==> src/rtl/filt_ppi_seq_if.sv <==
// Upstream/downstream handshake bundle for the polyphase sequencer.
// slave = sequencer side, master = source/sink side.
interface filt_ppi_seq_if #(
    parameter int gp_dw = 8,
    parameter int gp_pw = 2
);
    logic             i_valid;
    logic             o_ready;
    logic [gp_dw-1:0] i_data;
    logic [gp_dw-1:0] o_data;
    logic [gp_pw-1:0] o_phase;
    logic             o_valid;
    logic             i_ready;
    logic             o_sclk;
    logic             o_last;

    modport slave (
        input  i_valid, i_data, i_ready,
        output o_ready, o_data, o_phase, o_valid, o_sclk, o_last
    );

    modport master (
        output i_valid, i_data, i_ready,
        input  o_ready, o_data, o_phase, o_valid, o_sclk, o_last
    );
endinterface

==> src/rtl/filt_ppi_seq.sv <==
// Polyphase interpolator commutator: repeats each sample over L phases.
// Optional FILT_PPI_SEQ_UNDERRUN_EN adds a saturating RUN->IDLE counter.
module filt_ppi_seq #(
    parameter int gp_idata_width          = 8,
    parameter int gp_interpolation_factor = 4,
    parameter int gp_comm_ccw             = 1,
    parameter int gp_comm_phase           = 0,
    localparam int lp_pw =
        (gp_interpolation_factor > 2) ? $clog2(gp_interpolation_factor) : 1
) (
    input  logic          i_clk,
    input  logic          i_rst_an,
    input  logic          i_ena,
    filt_ppi_seq_if.slave bus
`ifdef FILT_PPI_SEQ_UNDERRUN_EN
    ,
    output logic [7:0]    o_underrun_cnt
`endif
);
    localparam int lp_l = gp_interpolation_factor;
    localparam int lp_dw = gp_idata_width;
    localparam logic [lp_pw-1:0] lp_s   = lp_pw'(gp_comm_phase);
    localparam logic [lp_pw-1:0] lp_max = lp_pw'(lp_l - 1);
    // Phase whose beat completes a sample: the one just before S in step order
    localparam logic [lp_pw-1:0] lp_last = (gp_comm_ccw != 0)
        ? lp_pw'((gp_comm_phase + lp_l - 1) % lp_l)
        : lp_pw'((gp_comm_phase + 1) % lp_l);

    typedef enum logic {ST_IDLE, ST_RUN} state_t;

    state_t           r_state, w_state_n;
    logic [lp_dw-1:0] r_cur, w_cur_n;
    logic [lp_dw-1:0] r_hold, w_hold_n;
    logic             r_hf, w_hf_n;
    logic [lp_pw-1:0] r_ph, w_ph_n, w_ph_step;
    logic             r_sclk, w_sclk_n;
    logic             w_run, w_up, w_dn, w_last;

    assign w_run  = (r_state == ST_RUN);
    assign w_last = w_run && (r_ph == lp_last);
    assign w_up   = bus.i_valid && bus.o_ready && i_ena;
    assign w_dn   = w_run && bus.i_ready && i_ena;

    assign bus.o_valid = w_run;
    assign bus.o_ready = i_rst_an && (!w_run || !r_hf);
    assign bus.o_last  = w_last;
    assign bus.o_data  = r_cur;
    assign bus.o_phase = r_ph;
    assign bus.o_sclk  = r_sclk;

    always_comb begin
        w_ph_step = '0;
        if (gp_comm_ccw != 0)
            w_ph_step = (r_ph == lp_max) ? '0 : r_ph + 1'b1;
        else
            w_ph_step = (r_ph == '0) ? lp_max : r_ph - 1'b1;
    end

    always_comb begin
        w_state_n = r_state;
        w_cur_n   = r_cur;
        w_hold_n  = r_hold;
        w_hf_n    = r_hf;
        w_ph_n    = r_ph;
        w_sclk_n  = r_sclk;
        if (i_ena)
            w_sclk_n = w_up;
        unique case (r_state)
            ST_IDLE: begin
                if (w_up) begin
                    w_cur_n   = bus.i_data;
                    w_ph_n    = lp_s;
                    w_state_n = ST_RUN;
                end
            end
            ST_RUN: begin
                // Stepping from the last phase always lands back on S
                if (w_dn)
                    w_ph_n = w_ph_step;
                if (w_dn && w_last) begin
                    if (r_hf) begin
                        w_cur_n = r_hold;
                        w_hf_n  = 1'b0;
                    end else if (w_up) begin
                        w_cur_n = bus.i_data;
                    end else begin
                        w_state_n = ST_IDLE;
                    end
                end else if (w_up) begin
                    w_hold_n = bus.i_data;
                    w_hf_n   = 1'b1;
                end
            end
            default: w_state_n = ST_IDLE;
        endcase
    end

    always_ff @(posedge i_clk) begin
        if (!i_rst_an) begin
            r_state <= ST_IDLE;
            r_cur   <= '0;
            r_hold  <= '0;
            r_hf    <= 1'b0;
            r_ph    <= lp_s;
            r_sclk  <= 1'b0;
        end else begin
            r_state <= w_state_n;
            r_cur   <= w_cur_n;
            r_hold  <= w_hold_n;
            r_hf    <= w_hf_n;
            r_ph    <= w_ph_n;
            r_sclk  <= w_sclk_n;
        end
    end

`ifdef FILT_PPI_SEQ_UNDERRUN_EN
    logic [7:0] r_underrun;
    logic       w_underrun;

    assign w_underrun     = w_run && (w_state_n == ST_IDLE);
    assign o_underrun_cnt = r_underrun;

    always_ff @(posedge i_clk) begin
        if (!i_rst_an)
            r_underrun <= '0;
        else if (w_underrun && (r_underrun != 8'hFF))
            r_underrun <= r_underrun + 8'd1;
    end
`endif
endmodule

==> src/flat_wrapper.sv <==
// flat-port wrapper written by rule: the top's interface ports become plain ports
module filt_ppi_seq_flat 
#(
    parameter int gp_idata_width          = 8,
    parameter int gp_interpolation_factor = 4,
    parameter int gp_comm_ccw             = 1,
    parameter int gp_comm_phase           = 0,
    localparam int lp_pw =
        (gp_interpolation_factor > 2) ? $clog2(gp_interpolation_factor) : 1
)
  (i_clk, i_rst_an, i_ena, bus_i_valid, bus_i_data, bus_i_ready, bus_o_ready, bus_o_data, bus_o_phase, bus_o_valid, bus_o_sclk, bus_o_last);
  filt_ppi_seq_if bus_i ();
  input  logic i_clk;
  input  logic i_rst_an;
  input  logic i_ena;
  input wire logic [$bits(bus_i.i_valid)-1:0] bus_i_valid;
  input wire logic [$bits(bus_i.i_data)-1:0] bus_i_data;
  input wire logic [$bits(bus_i.i_ready)-1:0] bus_i_ready;
  output wire logic [$bits(bus_i.o_ready)-1:0] bus_o_ready;
  output wire logic [$bits(bus_i.o_data)-1:0] bus_o_data;
  output wire logic [$bits(bus_i.o_phase)-1:0] bus_o_phase;
  output wire logic [$bits(bus_i.o_valid)-1:0] bus_o_valid;
  output wire logic [$bits(bus_i.o_sclk)-1:0] bus_o_sclk;
  output wire logic [$bits(bus_i.o_last)-1:0] bus_o_last;
  assign bus_i.i_valid = bus_i_valid;
  assign bus_i.i_data = bus_i_data;
  assign bus_i.i_ready = bus_i_ready;
  assign bus_o_ready = bus_i.o_ready;
  assign bus_o_data = bus_i.o_data;
  assign bus_o_phase = bus_i.o_phase;
  assign bus_o_valid = bus_i.o_valid;
  assign bus_o_sclk = bus_i.o_sclk;
  assign bus_o_last = bus_i.o_last;
  filt_ppi_seq #(.gp_idata_width(gp_idata_width), .gp_interpolation_factor(gp_interpolation_factor), .gp_comm_ccw(gp_comm_ccw), .gp_comm_phase(gp_comm_phase)) u_core (.i_clk(i_clk), .i_rst_an(i_rst_an), .i_ena(i_ena), .bus(bus_i));
endmodule
==> config.mk <==
export PLATFORM = sky130hd
export DESIGN_NAME = filt_ppi_seq_flat
export DESIGN_NICKNAME = d
export VERILOG_FILES = /design/src/rtl/filt_ppi_seq_if.sv /design/src/rtl/filt_ppi_seq.sv /design/src/flat_wrapper.sv
export SDC_FILE = /design/constraint.sdc
export NUM_CORES = 1
export LEC_CHECK = 0
export ABC_AREA = 1
export CAP_MARGIN = 20
export CORE_AREA = 2 2 61 63
export DETAILED_ROUTE_END_ITERATION = 16
export DIE_AREA = 0 0 63 65
export HOLD_SLACK_MARGIN = 0.06
export PLACE_DENSITY = 0.57
export SYNTH_ARGS = -nofsm -noshare
export SYNTH_HDL_FRONTEND = slang
export SYNTH_SLANG_ARGS = --single-unit
==> constraint.sdc <==
create_clock -name i_clk -period 1.75 [get_ports i_clk]
set_clock_uncertainty 0.05 [all_clocks]
set_input_delay 0.4375 -clock i_clk [delete_from_list [all_inputs] [get_ports i_clk]]
set_output_delay 0.4375 -clock i_clk [all_outputs]
set_load 0.005 [all_outputs]
==> After elaboration in Yosys (flattened, before gate mapping) <==
Index checks and enable logic that the tools add are counted.
Widths: inputs -> output; s select.
{ "classes": {"addsub": 1, "n_mul": 0, "div": 0, "magnitude_cmp": 0, "eq_ne": 4, "shifts": 0, "mux": 14, "n_bitwise": 2, "reduce_logical": 14} }
{ "op_table": {"columns": ["operator", "n"], "rows": [
  ["$mux 8", 3],
  ["$pmux 8 s2", 1],
  ["$logic_and 1x1->1", 7],
  ["$mux 2", 3],
  ["$mux 1", 5],
  ["$ne 2x2->1 const B", 2],
  ["$pmux 2 s2", 1],
  ["$reduce_and 2->1", 2],
  ["$reduce_and 3->1", 1],
  ["$add 2x1->2 const B", 1],
  ["$eq 2x2->1 const B", 1],
  ["$logic_not 1->1", 2],
  ["$ne 2x1->1 const B", 1],
  ["$not 1->1", 2],
  ["$pmux 1 s2", 1],
  ["$reduce_bool 2->1", 1],
  ["$logic_or 1x1->1", 1]
]} }
{ "word_totals": {"reg_bits": 21, "latch_bits": 0, "mem_bits_rw": 0, "rom_bits": 0, "input_bits": 13, "output_inout_bits": 14, "elab_cells": 41, "n_memories": 0} }

==> Depth between registers and ports, before layout <==
{ "logic_depth": {"ltp_word": 9, "depth_mapped": 7, "mapped_depth_nobuf": 7} }

==> Least setup slack after synthesis <==
Ideal clock, no wire load.
{ "synth_path": {"kind": "reg2reg", "startpoint": "reg u_core.r_ph[0] (netlist: u_core.bus.o_phase[0])", "endpoint": "reg u_core.r_cur[0] (netlist: u_core.bus.o_data[0])", "setup_ns": 0.116, "t_arrival_ns": 1.192, "required_ns": 1.584, "slack_ns": 0.392, "stages_incl_launch_ff": 7, "n_path_buf": 0, "period_less_slack_ns": 1.358, "path_cell_list": "dfxtp_1 -> ha_1 -> inv_1 -> o21ai_4 -> nand2_4 -> o21ai_0 -> nor2_1"} }
{ "synth_between": {"elab_chain_len": 4} }
{ "synth_rtl": {"columns": ["item", "line_no", "text"], "rows": [
  ["start: declaration", "filt_ppi_seq.sv:35", "logic [lp_pw-1:0] r_ph, w_ph_n, w_ph_step;"],
  ["start signal: assignment", "filt_ppi_seq.sv:104", "r_ph <= lp_s;"],
  ["start signal: assignment", "filt_ppi_seq.sv:111", "r_ph <= w_ph_n;"],
  ["$eq 2x2->1", "filt_ppi_seq.sv:40", "assign w_last = w_run && (r_ph == lp_last);"],
  ["$logic_and 1x1->1", "filt_ppi_seq.sv:40", null],
  ["$logic_and 1x1->1", "filt_ppi_seq.sv:80", "if (w_dn && w_last) begin"],
  ["$ne 2x2->1 (no source line)", null, null],
  ["end signal: assignment", "filt_ppi_seq.sv:108", "r_cur <= w_cur_n;"],
  ["end: declaration", "filt_ppi_seq.sv:32", "logic [lp_dw-1:0] r_cur, w_cur_n;"]
]} }
Every way passes these cells.
A chain may end at the register's enable or synchronous reset.

==> Final worst setup path <==
{ "layout_path": {"startpoint": "reg u_core.r_ph[0] (netlist: u_core.bus.o_phase[0])", "endpoint": "out bus_o_last"} }
{ "layout_between": {"elab_chain_len": 2} }
{ "layout_rtl": {"columns": ["item", "line_no", "text"], "rows": [
  ["$eq 2x2->1", "filt_ppi_seq.sv:40", null],
  ["$logic_and 1x1->1", "filt_ppi_seq.sv:40", null],
  ["end: declaration", "flat_wrapper.sv:24", "output wire logic [$bits(bus_i.o_last)-1:0] bus_o_last;"]
]} }
Every way passes these cells.

==> results.toml <==
[finish]
final_cells = 219
drive_gt1_share_pct = 20.5
nNetsFinal = 186
areaGrowthSynthToFinish_pct = 44.5
final_core_util_pct = 41.0
layout_common_cells = "nor2_1, nand2_1, clkdlybuf4s50_1"
final_common_cell = "nor2_1"
diodes = 0
stdcell_area_mm2 = 0.00143

[sta]
setup_viol = 0
fmaxAchievable_ghz = 0.603
slew_violations = 0
fin_crit_sh_pct = 94.8
rsz0062_at_grt = "false"
worstMarginPinSlew_ns = 0.216
finalWorstPathRequiredPeriod_ns = 1.66
maxSlewHeadroom_pct = 85.4
hold_violations = 0

[power_and_ir_drop]
p_per_area_mw_per_mm2 = 627
p_comb_share_pct = 17.7
p_int_uw = 669
leakage_uw = 0.000651
total_power_uw = 900
ir_worst_vdd_v = 0.000270
pwr-share-clk_pct = 25.8
power.share.switching_pct = 25.6
seq_power_share_pct = 56.5
switching_power_uw = 231

[floorplan]
die_area_mm2 = 0.00410
die_x_um = 63
dieHeight_um = 65
num_rows = 22
coreArea_mm2 = 0.00350
initial_core_util_pct = 28.4
io_pins = 27

[logic_synthesis]
syn-num-nets = 146
synth_flop_cell = "dfxtp_1"
yosysWarnings = 0
postSynthCellCount = 132
synthArstFlopShare_pct = 0
ys_seq_area_share_pct = 42.4
ys_types = 28
synth.area.top_cells = "dfxtp_1, nand2_1, nor2_1"
avgSynthCellArea_um2 = 7.52
synth_area_um2 = 992
synth_edf_count = 0
yosys.area.top_type_share_pct = 42.4
synth_top_area_cell = "dfxtp_1"
synth_seq_cells = 21

[grt]
overflow = 0
grt_pass1_wl_um = 4150
grt_pass1_vias = 1009
grt_max_degree = 20
track_usage_pct = 12.5
antenna_found_initial = 0

[place]
dp.cells = 214
io_buffers = 26
gp_congestion = 0.751
post_dp_cell_area_mm2 = 0.00139
hpwl_um = 1750

[routing]
wl_per_cell_um = 10.4
vias_per_cell = 4.41
vias = 965
drtIter0Drc = 21
drt_first_pass_iters = 3
drc = 0
finalWirelength_um = 2290
ant_nets = 0

[job]
maxCapViolations = 0

[clock_tree]
cts_tree = "yes"
cts_buffer_depth = 2
clk_pin_slew_ns = 0.12
root_buffer = "clkbuf_4"
clock-sinks = 21
hold_buffers = 0
clkLatencyLatePin_ns = 0.30
cts_inserted_buffers = 3
htree_levels = 1

[worst_setup_path]
cp.required_ns = 1.26
cp-end-kind = "output port"
worstPathArrival_ns = 1.17
critPathMaxFanout = 3
reg2reg_depth = 8
crit_type = "reg -> out"
worst_setup_path_start_kind = "flip-flop"

[min_path]
hold_depth = 2
hp-class = "reg -> reg"

[run_status]
status = "complete, no violations"
==> critical path, stage by stage, from the launching register on <==
cell and delay, ns:
dfxtp_2 0.36, ha_4 0.16, nand2_2 0.06, inv_1 0.03, dlygate4sd2_1 0.25
==> final timing paths <==
check | slack, ns | start | to
setup / recovery | 0.09 | u_core.bus.o_phase[0]$_SDFFE_PN0P_ | bus_o_last
setup reg to reg | 0.38 | u_core.bus.o_phase[0]$_SDFFE_PN0P_ | u_core.r_hold[4]$_SDFFE_PN0P_
hold reg to reg | 0.43 | u_core.bus.o_sclk$_SDFFE_PN0P_ | u_core.bus.o_sclk$_SDFFE_PN0P_
hold / removal | 0.43 | u_core.bus.o_sclk$_SDFFE_PN0P_ | u_core.bus.o_sclk$_SDFFE_PN0P_
==> what timing repair did <==
action                                  in CTS  in global routing
gates resized for setup                     13                  2
setup buffers                                1                  0
endpoints found under the setup margin       4                  1
pin swaps                                    1                  0
==> layout make-up <==
class | instances | area [µm²]
fillers | 367 | 2060
multi-input cells | 99 | 524
flip-flops and latches | 21 | 427
repair buffers | 38 | 353
well taps | 48 | 60.1
inverters | 9 | 42.5
clock buffers | 3 | 22.5
clock inverters | 1 | 5.00
==> flip-flops by register name, summed over array words and instances (netlist names) <==
register	flops
u_core.bus.o_phase	2
u_core.bus.o_valid	1
u_core.r_hf	1
u_core.bus.o_data	8
u_core.bus.o_sclk	1
u_core.r_hold	8
==> cell families (layout without fill, tap and decap cells) <==
| family | after synthesis | in the layout | synth area share (%) |
|---|---|---|---|
| and+or+nand+nor | 76 | 76 | 36.9 |
| AOI/OAI and AO/OA | 22 | 22 | 13.1 |
| adders and majority gates | 1 | 1 | 1.26 |
| buffers and inverters | 12 | 51 | 6.30 |
| DFF | 21 | 21 | 42.4 |
==> synth_stat cells (2+ instances only) <==
cell type / number
a21oi_1: 3
dfxtp_1: 21
inv_1: 5
nand2_1: 31
nand2_2: 2
nand2_4: 2
nand3_1: 3
nand4_1: 2
nor2_1: 31
o21ai_0: 10
o21ai_1: 5
==> power groups by stage <==
stage	clock (µW)	combinational [µW]	sequential (µW)
after floorplan	0	67.6	520
after global placement	0	161	518
after detailed placement	0	164	519
after CTS	245	161	508
after global routing	257	177	511
final	232	159	508
==> metal layers <==
| metal | part of all wire, % | GRT usage [%] | vias up | wire, µm |
|---|---|---|---|---|
| met4 | 0.52 | 2.50 | 0 | 12 |
| met2 | 50 | 24.1 | 21 | 1140 |
| met1 | 46 | 13.4 | 439 | 1040 |
| met3 | 4.1 | 3.47 | 2 | 94 |
| met5 | 0 | 0 | - | 0 |
| li1 | - | - | 503 | - |
==> metrics by stage <==
stage               setup TNS (ns)  setup slack [ns]  hold WS, ns
floorplan                        0             0.392        0.405
global placement             -1.71            -0.293        0.414
detailed placement           -2.25            -0.312        0.418
CTS                              0            0.0473        0.438
global route                     0            0.0290        0.469
finish                           0            0.0919        0.429
Note: power is estimated with default switching activity, not from simulation.
